--- src/rtl/sm_pkg.sv ---
// Shared encodings for the Simple RISC Machine control FSM:
// state enumeration, memory command, register select, writeback source and opcodes.
package sm_pkg;

    typedef enum logic [4:0] {
        S_RESET     = 5'd0,
        S_IF1       = 5'd1,
        S_IF2       = 5'd2,
        S_UPDATE_PC = 5'd3,
        S_DECODE    = 5'd4,
        S_WRITE_IMM = 5'd5,
        S_GET_A     = 5'd6,
        S_GET_B     = 5'd7,
        S_EXEC      = 5'd8,
        S_WRITE_REG = 5'd9,
        S_ADDR_CALC = 5'd10,
        S_LOAD_ADDR = 5'd11,
        S_MEM_RD    = 5'd12,
        S_MEM_WB    = 5'd13,
        S_GET_RD    = 5'd14,
        S_PASS_B    = 5'd15,
        S_MEM_WR    = 5'd16,
        S_HALT      = 5'd17
    } state_t;

    // Memory command
    localparam logic [1:0] MNONE  = 2'b00;
    localparam logic [1:0] MREAD  = 2'b01;
    localparam logic [1:0] MWRITE = 2'b10;

    // Register-file port select handed to the decoder
    localparam logic [1:0] SEL_RM = 2'b00;
    localparam logic [1:0] SEL_RD = 2'b01;
    localparam logic [1:0] SEL_RN = 2'b10;

    // Writeback source
    localparam logic [1:0] VSEL_C     = 2'b00;
    localparam logic [1:0] VSEL_PC    = 2'b01;
    localparam logic [1:0] VSEL_IMM   = 2'b10;
    localparam logic [1:0] VSEL_MDATA = 2'b11;

    // Opcodes (ir[15:13])
    localparam logic [2:0] OP_ALU  = 3'b101;
    localparam logic [2:0] OP_MOV  = 3'b110;
    localparam logic [2:0] OP_LDR  = 3'b011;
    localparam logic [2:0] OP_STR  = 3'b100;
    localparam logic [2:0] OP_HALT = 3'b111;

    // op field values (ir[12:11]) that steer the sequence
    localparam logic [1:0] OPF_ADD = 2'b00;
    localparam logic [1:0] OPF_CMP = 2'b01;
    localparam logic [1:0] OPF_IMM = 2'b10;
    localparam logic [1:0] OPF_MVN = 2'b11;

endpackage

--- src/rtl/sm_controller.sv ---
// Moore control FSM for the Simple RISC Machine: fetch, decode, execute and
// writeback, one instruction at a time. Outputs depend only on the current
// state, except asel/load_s in EXEC which look at the (stable) decoded IR.
module sm_controller
    import sm_pkg::*;
(
    input  logic       clk,
    input  logic       reset,
    input  logic [2:0] opcode,
    input  logic [1:0] op,
    output logic [1:0] reg_sel,
    output logic       write,
    output logic [1:0] vsel,
    output logic       load_a,
    output logic       load_b,
    output logic       load_c,
    output logic       load_s,
    output logic       asel,
    output logic       bsel,
    output logic       load_ir,
    output logic       load_pc,
    output logic       reset_pc,
    output logic       load_addr,
    output logic       addr_sel,
    output logic [1:0] mem_cmd
);

    state_t state;
    state_t next_state;

    // State register; reset abandons any instruction in flight
    always_ff @(posedge clk or posedge reset) begin
        if (reset)
            state <= S_RESET;
        else
            state <= next_state;
    end

    // Next-state decode and per-state strobes
    always_comb begin
        next_state = state;
        reg_sel    = SEL_RM;
        write      = 1'b0;
        vsel       = VSEL_C;
        load_a     = 1'b0;
        load_b     = 1'b0;
        load_c     = 1'b0;
        load_s     = 1'b0;
        asel       = 1'b0;
        bsel       = 1'b0;
        load_ir    = 1'b0;
        load_pc    = 1'b0;
        reset_pc   = 1'b0;
        load_addr  = 1'b0;
        addr_sel   = 1'b0;
        mem_cmd    = MNONE;

        case (state)
            S_RESET: begin
                reset_pc   = 1'b1;
                load_pc    = 1'b1;
                next_state = S_IF1;
            end
            S_IF1: begin
                addr_sel   = 1'b1;
                mem_cmd    = MREAD;
                next_state = S_IF2;
            end
            S_IF2: begin
                addr_sel   = 1'b1;
                mem_cmd    = MREAD;
                load_ir    = 1'b1;
                next_state = S_UPDATE_PC;
            end
            S_UPDATE_PC: begin
                load_pc    = 1'b1;
                next_state = S_DECODE;
            end
            S_DECODE: begin
                // Unrecognised encodings fall back to IF1 and behave as a NOP
                case (opcode)
                    OP_MOV: begin
                        if (op == OPF_IMM)
                            next_state = S_WRITE_IMM;
                        else if (op == OPF_ADD)
                            next_state = S_GET_B;
                        else
                            next_state = S_IF1;
                    end
                    OP_ALU:  next_state = (op == OPF_MVN) ? S_GET_B : S_GET_A;
                    OP_LDR,
                    OP_STR:  next_state = (op == 2'b00) ? S_GET_A : S_IF1;
                    OP_HALT: next_state = S_HALT;
                    default: next_state = S_IF1;
                endcase
            end
            S_WRITE_IMM: begin
                reg_sel    = SEL_RN;
                vsel       = VSEL_IMM;
                write      = 1'b1;
                next_state = S_IF1;
            end
            S_GET_A: begin
                reg_sel    = SEL_RN;
                load_a     = 1'b1;
                next_state = (opcode == OP_LDR || opcode == OP_STR) ? S_ADDR_CALC : S_GET_B;
            end
            S_GET_B: begin
                reg_sel    = SEL_RM;
                load_b     = 1'b1;
                next_state = S_EXEC;
            end
            S_EXEC: begin
                // Zeroing A turns the ALU into a pass/invert of shifted B
                load_c     = 1'b1;
                asel       = (opcode == OP_MOV) || (opcode == OP_ALU && op == OPF_MVN);
                load_s     = (opcode == OP_ALU && op == OPF_CMP);
                next_state = (opcode == OP_ALU && op == OPF_CMP) ? S_IF1 : S_WRITE_REG;
            end
            S_WRITE_REG: begin
                reg_sel    = SEL_RD;
                vsel       = VSEL_C;
                write      = 1'b1;
                next_state = S_IF1;
            end
            S_ADDR_CALC: begin
                bsel       = 1'b1;
                load_c     = 1'b1;
                next_state = S_LOAD_ADDR;
            end
            S_LOAD_ADDR: begin
                load_addr  = 1'b1;
                next_state = (opcode == OP_LDR) ? S_MEM_RD : S_GET_RD;
            end
            S_MEM_RD: begin
                // Synchronous memory: data is valid one cycle after the read command
                mem_cmd    = MREAD;
                next_state = S_MEM_WB;
            end
            S_MEM_WB: begin
                mem_cmd    = MREAD;
                reg_sel    = SEL_RD;
                vsel       = VSEL_MDATA;
                write      = 1'b1;
                next_state = S_IF1;
            end
            S_GET_RD: begin
                reg_sel    = SEL_RD;
                load_b     = 1'b1;
                next_state = S_PASS_B;
            end
            S_PASS_B: begin
                asel       = 1'b1;
                load_c     = 1'b1;
                next_state = S_MEM_WR;
            end
            S_MEM_WR: begin
                mem_cmd    = MWRITE;
                next_state = S_IF1;
            end
            S_HALT: begin
                next_state = S_HALT;
            end
            default: begin
                next_state = S_RESET;
            end
        endcase
    end

endmodule

--- config.mk ---
export PLATFORM = sky130hd
export DESIGN_NAME = sm_controller
export DESIGN_NICKNAME = d
export VERILOG_FILES = /design/src/rtl/sm_pkg.sv /design/src/rtl/sm_controller.sv
export SDC_FILE = /design/constraint.sdc
export NUM_CORES = 1
export LEC_CHECK = 0
export CORE_MARGIN = 5
export CORE_UTILIZATION = 39
export DETAILED_ROUTE_END_ITERATION = 7
export PLACE_DENSITY = 0.79
export SLEW_MARGIN = 10
export SYNTH_ARGS = -nofsm -noshare
export SYNTH_HDL_FRONTEND = slang
export SYNTH_SLANG_ARGS = --single-unit
--- constraint.sdc ---
create_clock -name clk -period 1.75 [get_ports clk]
set_clock_uncertainty 0.1 [all_clocks]
set_input_delay 0.35 -clock clk [delete_from_list [all_inputs] [get_ports clk]]
set_output_delay 0.35 -clock clk [all_outputs]
set_load 0.005 [all_outputs]
==> metrics.csv <==
stage;metric;value;unit
logic_synthesis;synthesized flop and latch total;5;
logic_synthesis;Syn Inst Count;102;
cells_and_area;Final Core Density;88.1;%
cells_and_area;Biggest register;state;
clock_tree;clock-pin transition on the worst setup and hold timing paths;40;ps
cells_and_area;Nets;180;
worst_setup_path;Worst EP arrival;1630;ps
cells_and_area;area grow syn2layout;117;%
cells_and_area;# diodes;0;
logic_synthesis;syn avg cell area;6.78;sq um
cells_and_area;max FFs per register;5;
logic_synthesis;cell taking the most area after synthesis;dfrtp_1;
placed_design;Placed Area;1160;sq um
global_route;number of global-route vias before repair;1020;
worst_setup_path;Startpoint Class;flop;
sta;Fmax achieved;0.480;GHz
power_and_ir_drop;worst vdd ir;1.24;mV
cells_and_area;Design Area, Final;1500;sq um
power_and_ir_drop;Pwr Total;2.14;mW
floorplan;core footprint;1710;sq um
floorplan;row count;15;
logic_synthesis;most used flip-flop cell after synthesis;dfrtp_1;
clock_tree;number of H-tree levels;1;
routing;WL/cell;17.5;um
run;total of max-cap violations;0;
global_route;maximum number of pins on one net before global-route repair;18;
sta;Final TNS setup;-1570;ps
placed_design;hpwl dp;1940;um
routing;drt pass-1 iters;4;
global_route;initial antenna violation count;0;
routing;residual DRC count;0;
clock_tree;CTS Buf Count;3;
routing;routed wire length;3450;um
sta;crit path time final;2080;ps
cells_and_area;share of cells above drive strength 1;61.6;%
placed_design;routability congestion estimate from global placement;0.970;
worst_setup_path;Req. time, crit path;1300;ps
logic_synthesis;register area share after synthesis;18.1;%
min_path;Hold WC Path Type;input port to asynchronous set/reset pin;
power_and_ir_drop;Power Density;1430;nW/um^2
logic_synthesis;Post-Syn Nets;109;
sta;relative slew slack;76.0;%
cells_and_area;top flop regs;state (5);
routing;vias per std cell;5.68;
floorplan;Die Width;52.1;um
floorplan;IO Count;25;
cells_and_area;commonest non-fill, non-tap cell in the layout;buf_4;
sta;fin crit share;119;%
logic_synthesis;Area contributors post-synth;dfrtp_1 (18%), nor3_1 (8.7%), a21oi_1 (6.5%);
worst_setup_path;Crit Path Max Fanout;2;
routing;initial drt markers;31;
logic_synthesis;asr flop ratio synth;100;%
global_route;grt ovf;0;
cells_and_area;fill count;81;
worst_setup_path;Worst Setup Path Type;flop to output pin;
floorplan;Die Footprint;2720;sq um
logic_synthesis;yosys warns;0;
cells_and_area;most frequent cells in the layout;buf_4 (33), buf_6 (17), buf_2 (16);
clock_tree;CTS tree;done;
run_status;violated checks;negative setup slack;
routing;Antenna Violating Nets Remaining;0;
logic_synthesis;synth unique cells;38;
sta;Slew Viols, Final;0;
routing;vias;1119;
sta;final setup violation count;17;
global_route;first-pass GRT wire length;4680;um
global_route;GRT Util Overall;23.3;%
floorplan;height of the die;52.1;um
sta;Final Hold Fails;0;
logic_synthesis;Synth top area share;18.1;%
worst_setup_path;CP endpoint kind;output pin;
sta;worst slew pin tran;359;ps
clock_tree;Skew-Pair Late Insertion Delay;250;ps
run_status;status;finished with violations;
clock_tree;Clock Path Buffers;2;
floorplan;initial core utilization;40.5;%
sta;RSZ-0062 raised after global routing;yes;
sta;worst setup margin;-333;ps
power_and_ir_drop;leakage power;0.738;nW
logic_synthesis;Mapped Area;692;sq um
logic_synthesis;EDFF count, synth;0;
placed_design;IO buf count;24;
clock_tree;CTS Sinks;5;
clock_tree;Root Driver;clkbuf_4;
-- synthesized netlist by cell type, types with 2 or more instances --
master	number
and3_1	2
nand3b_1	4
buf_4	2
nor3_1	12
nand2_1	10
inv_1	5
clkbuf_1	4
o21ai_1	3
dfrtp_1	5
and2_1	2
nor2_1	7
a21oi_1	9
nand2b_1	6
nor2b_1	5
or2_1	2
o32a_1	2
-- per-layer routing --
layer	share of wire, %	track usage [%]	up-vias
met5	0	0	-
met4	4.3	12.2	0
met3	7.0	4.87	21
met2	52	45.8	64
met1	37	21.8	522
li1	-	-	512
-- critical path, cell delays in order, from the launching register on --
cell and delay (ps):
dfrtp_1 400, or2_1 260, or4b_4 490, a21oi_2 120
buf_2 120
-- cells by family after synthesis --
logic type / synth area share, %
XOR/XNOR: 1.27
AND/OR/NAND/NOR: 44.5
buffers and inverters: 8.32
AO/OA/AOI/OAI: 27.9
flip-flops: 18.1
-- final timing paths --
check                                    from            endpoint  slack (ps)  depth (start not counted)
max                        state[2]$_DFF_PP0_                asel        -330                          4
min                                     reset  state[0]$_DFF_PP0_         240                          2
max reg2reg                state[2]$_DFF_PP0_  state[0]$_DFF_PP0_           0                          6
min reg2reg                state[3]$_DFF_PP0_  state[4]$_DFF_PP0_         540                          2
max in group asynchronous               reset  state[1]$_DFF_PP0_        1130                          2
min in group clk           state[3]$_DFF_PP0_  state[4]$_DFF_PP0_         540                          2
-- repair_timing --
action,4_1_cts,5_1_grt
hold buffers,0,0
pin swaps,9,16
buffers inserted,7,13
setup endpoints to repair,20,20
gates resized for setup,82,54
-- per-stage QoR --
step | cells | hold slack (ps) | setup slack, ps
floorplan | 102 | 28.5 | 7.88
global placement | 174 | 450 | -869
detailed placement | 174 | 473 | -882
CTS | 185 | 212 | -327
global route | 197 | 225 | -401
finish | 197 | 236 | -333
-- cell type report --
type | count | area (sq um) | share of cell area (%)
multi-input combinational | 84 | 697 | 46.3
timing repair buffer | 74 | 606 | 40.3
sequential | 5 | 125 | 8.32
tap | 25 | 31.3 | 2.08
clock buffer | 4 | 26.3 | 1.75
inverter | 5 | 18.8 | 1.25
-- report_power, final --
group / internal, mW / total (mW) / leakage (nW) / switching, mW
Combinational: 0.959 / 1.81 / 0.659 / 0.854
Sequential: 0.158 / 0.195 / 0.0643 / 0.0374
Clock: 0.0864 / 0.136 / 0.0150 / 0.0501
Note: power is estimated with default switching activity, not from simulation.
